`src/rtl/uart_tx_arbiter_if.sv`:
```
// Requester/FIFO-push bundle for the UART TX arbiter.
// The slave side is the arbiter; the master side is the requesters plus the FIFO.
interface uart_tx_arbiter_if #(
  parameter int NUM_SRC    = 2,
  parameter int DATA_WIDTH = 8
);
  logic [NUM_SRC-1:0]            src_valid;
  logic [NUM_SRC*DATA_WIDTH-1:0] src_data;
  logic [NUM_SRC-1:0]            src_last;
  logic [NUM_SRC-1:0]            src_ready;
  logic                          fifo_full;
  logic                          wr_en;
  logic [DATA_WIDTH-1:0]         wr_data;
  logic [NUM_SRC-1:0]            grant;
  logic                          busy;
  logic                          timeout_err;

  modport master (
    output src_valid, src_data, src_last, fifo_full,
    input  src_ready, wr_en, wr_data, grant, busy, timeout_err
  );

  modport slave (
    input  src_valid, src_data, src_last, fifo_full,
    output src_ready, wr_en, wr_data, grant, busy, timeout_err
  );
endinterface

```
`src/rtl/uart_tx_arbiter.sv`:
```
// Packet-granular round-robin arbiter that shares one UART TX FIFO push port
// among NUM_SRC byte streams, with an idle timeout that releases stalled packets.

module uart_tx_arb_lane #(
  parameter int DATA_WIDTH = 8
) (
  input  logic                  sel,
  input  logic                  fifo_full,
  input  logic                  valid,
  input  logic                  last,
  input  logic [DATA_WIDTH-1:0] data,
  output logic                  ready,
  output logic                  push,
  output logic                  push_last,
  output logic [DATA_WIDTH-1:0] data_m
);
  assign ready     = sel & ~fifo_full;
  assign push      = ready & valid;
  assign push_last = push & last;
  // Data is masked so the lanes can be OR-combined; also forces wr_data=0 off-push.
  assign data_m    = push ? data : '0;
endmodule

module uart_tx_arbiter #(
  parameter int NUM_SRC     = 2,
  parameter int DATA_WIDTH  = 8,
  parameter int TIMEOUT_CYC = 1024
) (
  input  logic              clk,
  input  logic              reset,
  uart_tx_arbiter_if.slave  bus
);
  localparam int IDX_W = $clog2(NUM_SRC);
  localparam int CNT_W = $clog2(TIMEOUT_CYC) + 1;
  localparam logic [CNT_W-1:0] CNT_LIM = CNT_W'(TIMEOUT_CYC - 1);
  localparam logic [CNT_W-1:0] CNT_MAX = '1;
  localparam logic [IDX_W-1:0] IDX_LAST = IDX_W'(NUM_SRC - 1);

  typedef enum logic {IDLE, LOCK} state_t;

  state_t                              state, state_n;
  logic [NUM_SRC-1:0]                  grant_q, grant_n;
  logic [IDX_W-1:0]                    gidx, gidx_n, gnext;
  logic [IDX_W-1:0]                    rr_ptr, rr_n;
  logic [IDX_W-1:0]                    pick;
  logic                                pick_vld;
  logic [CNT_W-1:0]                    idle_cnt, cnt_n;
  logic                                terr_q, terr_n;

  logic [NUM_SRC-1:0]                  sel, ready, push, push_last;
  logic [NUM_SRC-1:0][DATA_WIDTH-1:0]  data_m;
  logic [DATA_WIDTH-1:0]               wd;
  logic                                accept, accept_last, gvalid;

  assign sel = (state == LOCK) ? grant_q : '0;

  for (genvar i = 0; i < NUM_SRC; i++) begin : g_lane
    uart_tx_arb_lane #(.DATA_WIDTH(DATA_WIDTH)) u_lane (
      .sel       (sel[i]),
      .fifo_full (bus.fifo_full),
      .valid     (bus.src_valid[i]),
      .last      (bus.src_last[i]),
      .data      (bus.src_data[i*DATA_WIDTH +: DATA_WIDTH]),
      .ready     (ready[i]),
      .push      (push[i]),
      .push_last (push_last[i]),
      .data_m    (data_m[i])
    );
  end

  always_comb begin
    wd = '0;
    for (int i = 0; i < NUM_SRC; i++) wd = wd | data_m[i];
  end

  assign accept      = |push;
  assign accept_last = |push_last;
  assign gvalid      = bus.src_valid[gidx];
  assign gnext       = (gidx == IDX_LAST) ? '0 : gidx + IDX_W'(1);

  assign bus.src_ready   = ready;
  assign bus.wr_en       = accept;
  assign bus.wr_data     = wd;
  assign bus.grant       = grant_q;
  assign bus.busy        = (state == LOCK);
  assign bus.timeout_err = terr_q;

  // Scan descending so the lowest offset from rr_ptr is the final (winning) write.
  always_comb begin
    int idx;
    logic [IDX_W-1:0] cand;
    pick     = '0;
    pick_vld = 1'b0;
    for (int k = NUM_SRC - 1; k >= 0; k--) begin
      idx = int'(rr_ptr) + k;
      if (idx >= NUM_SRC) idx = idx - NUM_SRC;
      cand = IDX_W'(idx);
      if (bus.src_valid[cand]) begin
        pick     = cand;
        pick_vld = 1'b1;
      end
    end
  end

  always_comb begin
    state_n = state;
    grant_n = grant_q;
    gidx_n  = gidx;
    rr_n    = rr_ptr;
    cnt_n   = idle_cnt;
    terr_n  = 1'b0;
    case (state)
      IDLE: begin
        cnt_n = '0;
        if (pick_vld) begin
          state_n = LOCK;
          gidx_n  = pick;
          grant_n = NUM_SRC'(1) << pick;
        end
      end
      LOCK: begin
        if (accept) begin
          cnt_n = '0;
          if (accept_last) begin
            state_n = IDLE;
            grant_n = '0;
            rr_n    = gnext;
          end
        end else if (!gvalid) begin
          if (idle_cnt >= CNT_LIM) begin
            state_n = IDLE;
            grant_n = '0;
            rr_n    = gnext;
            terr_n  = 1'b1;
          end else if (idle_cnt != CNT_MAX) begin
            cnt_n = idle_cnt + CNT_W'(1);
          end
        end
        // valid held under fifo_full is backpressure: counter holds
      end
      default: state_n = IDLE;
    endcase
  end

  always_ff @(posedge clk) begin
    if (!reset) begin
      state    <= IDLE;
      grant_q  <= '0;
      gidx     <= '0;
      rr_ptr   <= '0;
      idle_cnt <= '0;
      terr_q   <= 1'b0;
    end else begin
      state    <= state_n;
      grant_q  <= grant_n;
      gidx     <= gidx_n;
      rr_ptr   <= rr_n;
      idle_cnt <= cnt_n;
      terr_q   <= terr_n;
    end
  end
endmodule

```
`src/flat_wrapper.sv`:
```
// flat-port wrapper written by rule: the top's interface ports become plain ports
module uart_tx_arbiter_flat 
#(
  parameter int NUM_SRC     = 2,
  parameter int DATA_WIDTH  = 8,
  parameter int TIMEOUT_CYC = 1024
)
  (clk, reset, bus_src_valid, bus_src_data, bus_src_last, bus_fifo_full, bus_src_ready, bus_wr_en, bus_wr_data, bus_grant, bus_busy, bus_timeout_err);
  uart_tx_arbiter_if #(.NUM_SRC(NUM_SRC), .DATA_WIDTH(DATA_WIDTH)) bus_i ();
  input  logic clk;
  input  logic reset;
  input wire logic [$bits(bus_i.src_valid)-1:0] bus_src_valid;
  input wire logic [$bits(bus_i.src_data)-1:0] bus_src_data;
  input wire logic [$bits(bus_i.src_last)-1:0] bus_src_last;
  input wire logic [$bits(bus_i.fifo_full)-1:0] bus_fifo_full;
  output wire logic [$bits(bus_i.src_ready)-1:0] bus_src_ready;
  output wire logic [$bits(bus_i.wr_en)-1:0] bus_wr_en;
  output wire logic [$bits(bus_i.wr_data)-1:0] bus_wr_data;
  output wire logic [$bits(bus_i.grant)-1:0] bus_grant;
  output wire logic [$bits(bus_i.busy)-1:0] bus_busy;
  output wire logic [$bits(bus_i.timeout_err)-1:0] bus_timeout_err;
  assign bus_i.src_valid = bus_src_valid;
  assign bus_i.src_data = bus_src_data;
  assign bus_i.src_last = bus_src_last;
  assign bus_i.fifo_full = bus_fifo_full;
  assign bus_src_ready = bus_i.src_ready;
  assign bus_wr_en = bus_i.wr_en;
  assign bus_wr_data = bus_i.wr_data;
  assign bus_grant = bus_i.grant;
  assign bus_busy = bus_i.busy;
  assign bus_timeout_err = bus_i.timeout_err;
  uart_tx_arbiter #(.NUM_SRC(NUM_SRC), .DATA_WIDTH(DATA_WIDTH), .TIMEOUT_CYC(TIMEOUT_CYC)) u_core (.clk(clk), .reset(reset), .bus(bus_i));
endmodule
```
`config.mk`:
```
export PLATFORM = sky130hd
export DESIGN_NAME = uart_tx_arbiter_flat
export DESIGN_NICKNAME = d
export VERILOG_FILES = /design/src/rtl/uart_tx_arbiter_if.sv /design/src/rtl/uart_tx_arbiter.sv /design/src/flat_wrapper.sv
export SDC_FILE = /design/constraint.sdc
export NUM_CORES = 1
export LEC_CHECK = 0
export BUFFER_PORTS_ARGS = -buffer_cell sky130_fd_sc_hd__buf_2
export CAP_MARGIN = 20
export CORE_ASPECT_RATIO = 1.5
export CORE_UTILIZATION = 39
export DETAILED_ROUTE_END_ITERATION = 6
export GPL_TIMING_DRIVEN = 0
export HOLD_SLACK_MARGIN = 0.05
export PLACE_DENSITY = 0.67
export SETUP_SLACK_MARGIN = 0.2
export SYNTH_ARGS = -nofsm -noshare
export SYNTH_HDL_FRONTEND = slang
export SYNTH_SLANG_ARGS = --single-unit
```
`constraint.sdc`:
```
create_clock -name clk -period 4.27 [get_ports clk]
set_input_delay 0.427 -clock clk [delete_from_list [all_inputs] [get_ports clk]]
set_output_delay 0.427 -clock clk [all_outputs]
set_load 0.05 [all_outputs]
```
==> flow_metrics.tcl <==
set metrics [dict create \
    dr.pass1.iters 5 \
    setup_ws_ns 2.20 \
    synth_cell_types 38 \
    ir_worst_vdd_mv 0.185 \
    hpwl_mm 1.64 \
    syn_nets 129 \
    die_height_um 62.3 \
    place.gp.congestion 0.841 \
    grt_max_degree 11 \
    root_buffer "clkbuf_4" \
    clk-insertion-delay-late_ns 0.28 \
    io_pins 38 \
    clk_pin_slew_worst_paths_ns 0.09 \
    start_kind "register" \
    grt-ovfl-total 0 \
    hold_path_class "in -> reg" \
    slew_headroom 0.666 \
    hold_ws_ns 0.443 \
    r2r-start "u_core.idle_cnt[0]$_SDFFE_PN0P_" \
    cts.sink_count 17 \
    fin_worst_skew_ns 0.00128 \
    numPortBuffers 37 \
    min_period_ns 2.07 \
    p_int_mw 0.219 \
    crit_type "reg -> out" \
    final.setup.tns_ns 0 \
    hold_buffers 0 \
    ctsResizeCount 0 \
    antenna_left 0 \
    htree_levels 1 \
    core-area_um2 2260 \
    drv_slew 0 \
    arrival_ns 1.65 \
    drt_iter0_drc 9 \
    cp_data_required_time_ns 3.84 \
    rsz0062_at_grt "no" \
    grt_pass1_wl_mm 3.49 \
    instances_no_fill 169 \
    antenna_cells 0 \
    synth_common_cells "dfxtp_1, nor2_1, a22o_2" \
    synth.most_common_cell "dfxtp_1" \
    comb_power_share 0.171 \
    yosys-top-cells-area "dfxtp_1, a22o_2, xnor2_1" \
    synth-async-reset-ratio 0 \
    grt_util_all_layers 0.168 \
    cts_tree "built" \
    cap_violations 0 \
    nNetsFinal 171 \
    worstMarginPinSlew_ns 0.486 \
    cts_setup_buffers 0 \
    placedCellCount 165 \
    crit_start "u_core.bus.busy$_SDFF_PN0_" \
    wl_mm 2.08 \
    syn_to_final_growth_pct 25.4 \
    totalPowerFinal_mw 0.302 \
    design.die.area_um2 2630 \
    yosysSeqAreaShare 0.360 \
    clockBufferDepth 2 \
    synth_edf_count 0 \
    cts_buffers 3 \
    p_leak_nw 0.536 \
    switching_power_mw 0.0833 \
    row_count 21 \
    drive_gt1_frac 0.411 \
    worstPathMaxFanout 9 \
    dp_slack_ns 2.44 \
    clockPowerShare 0.280 \
    p_seq_frac 0.549 \
    min_from "reset" \
    hold_violations 0 \
    via_per_inst 5.36 \
    start_util 0.418 \
    vias 906 \
    synth_top_area_cell "dfxtp_1" \
    swShare 0.276 \
    max_clock_freq_mhz 482 \
    synth_warnings 0 \
    setup_violations 0 \
    drc_errors 0 \
    synth_area_per_cell_um2 9.00 \
    synth_cells 105 \
    grt_pass1_vias 849 \
    yosysTopAreaCellShare 0.360 \
    antenna_found_initial 0 \
    die_w_um 42.2 \
    wl_per_cell_um 12.3 \
    powerDensity_nw_per_um2 255 \
    run_status "completed" \
    period_share 0.486 \
    synth_flop_cell "dfxtp_1" \
    syn-cell-area_um2 945 \
    synth-seq-cells 17 \
    cp-end-kind "output port" \
]
[final timing paths]
check	endpoint	slack (ns)	depth (start not counted)
setup / recovery	bus_wr_data[0]	2.20	5
hold / removal	u_core.bus.busy$_SDFF_PN0_	0.44	2
setup reg to reg	u_core.idle_cnt[1]$_SDFFE_PN0P_	2.53	7
hold reg to reg	u_core.idle_cnt[9]$_SDFFE_PN0P_	0.48	2
[routing by layer]
layer  track usage  vias to the layer above  wire length (µm)
li1              -                      459                 -
met1         0.171                      408               801
met2         0.296                       37              1070
met3        0.0552                        2               185
met4        0.0820                        0                19
met5             0                        -                 0
[layout by cell type, fill, tap and decap left out, types with 2 or more instances in the layout]
cell	n
nor3b_1	2
buf_2	38
xnor2_1	7
inv_1	4
a22o_2	8
and2_2	2
nand2_1	6
a21oi_1	3
nor2_1	14
nand3_1	2
buf_4	2
nor3_1	4
dfxtp_1	17
nand2b_1	2
or3_1	2
buf_6	2
clkbuf_1	2
clkbuf_4	3
nand4_1	2
mux2i_1	3
o21ai_0	3
[worst max-delay path, stage by stage (launching register included)]
cell and delay (ns):
dfxtp_1 0.45, nor2b_4 0.21, and3_4 0.19, buf_6 0.12
a22o_2 0.15, buf_2 0.25
[registers in the layout (all words and copies together) (netlist names)]
name / cells
u_core.idle_cnt: 11
u_core.rr_ptr: 1
u_core.bus.busy: 1
u_core.bus.grant: 2
u_core.gidx: 1
u_core.bus.timeout_err: 1
[area by class of cell]
type                       instances  area (µm²)
buffer                             6        46.3
clock buffer                       4        26.3
fill                             230        1070
inverter                           4        15.0
multi-input combinational         78         543
sequential                        17         340
tap                               23        28.8
timing repair buffer              37         185
[power groups by stage]
| stage | Sequential, mW | Combinational, mW | Clock, mW |
|---|---|---|---|
| after floorplan | 0.176 | 0.0258 | 0 |
| after global placement | 0.169 | 0.0514 | 0 |
| after detailed placement | 0.169 | 0.0519 | 0 |
| after CTS | 0.166 | 0.0521 | 0.0882 |
| after global routing | 0.166 | 0.0557 | 0.0942 |
| final | 0.166 | 0.0516 | 0.0847 |
[cells by family (layout without fill, tap and decap cells)]
logic type | count (synthesis) | after routing | synth area share
multiplexers | 3 | 3 | 0.0318
adder cells (fa/ha/maj) | 1 | 1 | 0.0132
flip-flops | 17 | 17 | 0.360
buffers and inverters | 10 | 51 | 0.0649
AND/OR/NAND/NOR | 45 | 45 | 0.268
XOR/XNOR | 7 | 7 | 0.0649
AO/OA/AOI/OAI | 22 | 22 | 0.197
[per-stage QoR]
stage | utilization | instance area (µm²)
global placement | 0.513 | 1160
global route | 0.524 | 1180
finish | 0.524 | 1180
floorplan | - | 945
CTS | 0.524 | 1180
detailed placement | 0.513 | 1160
No activity file was read; power rests on OpenSTA's default activity.
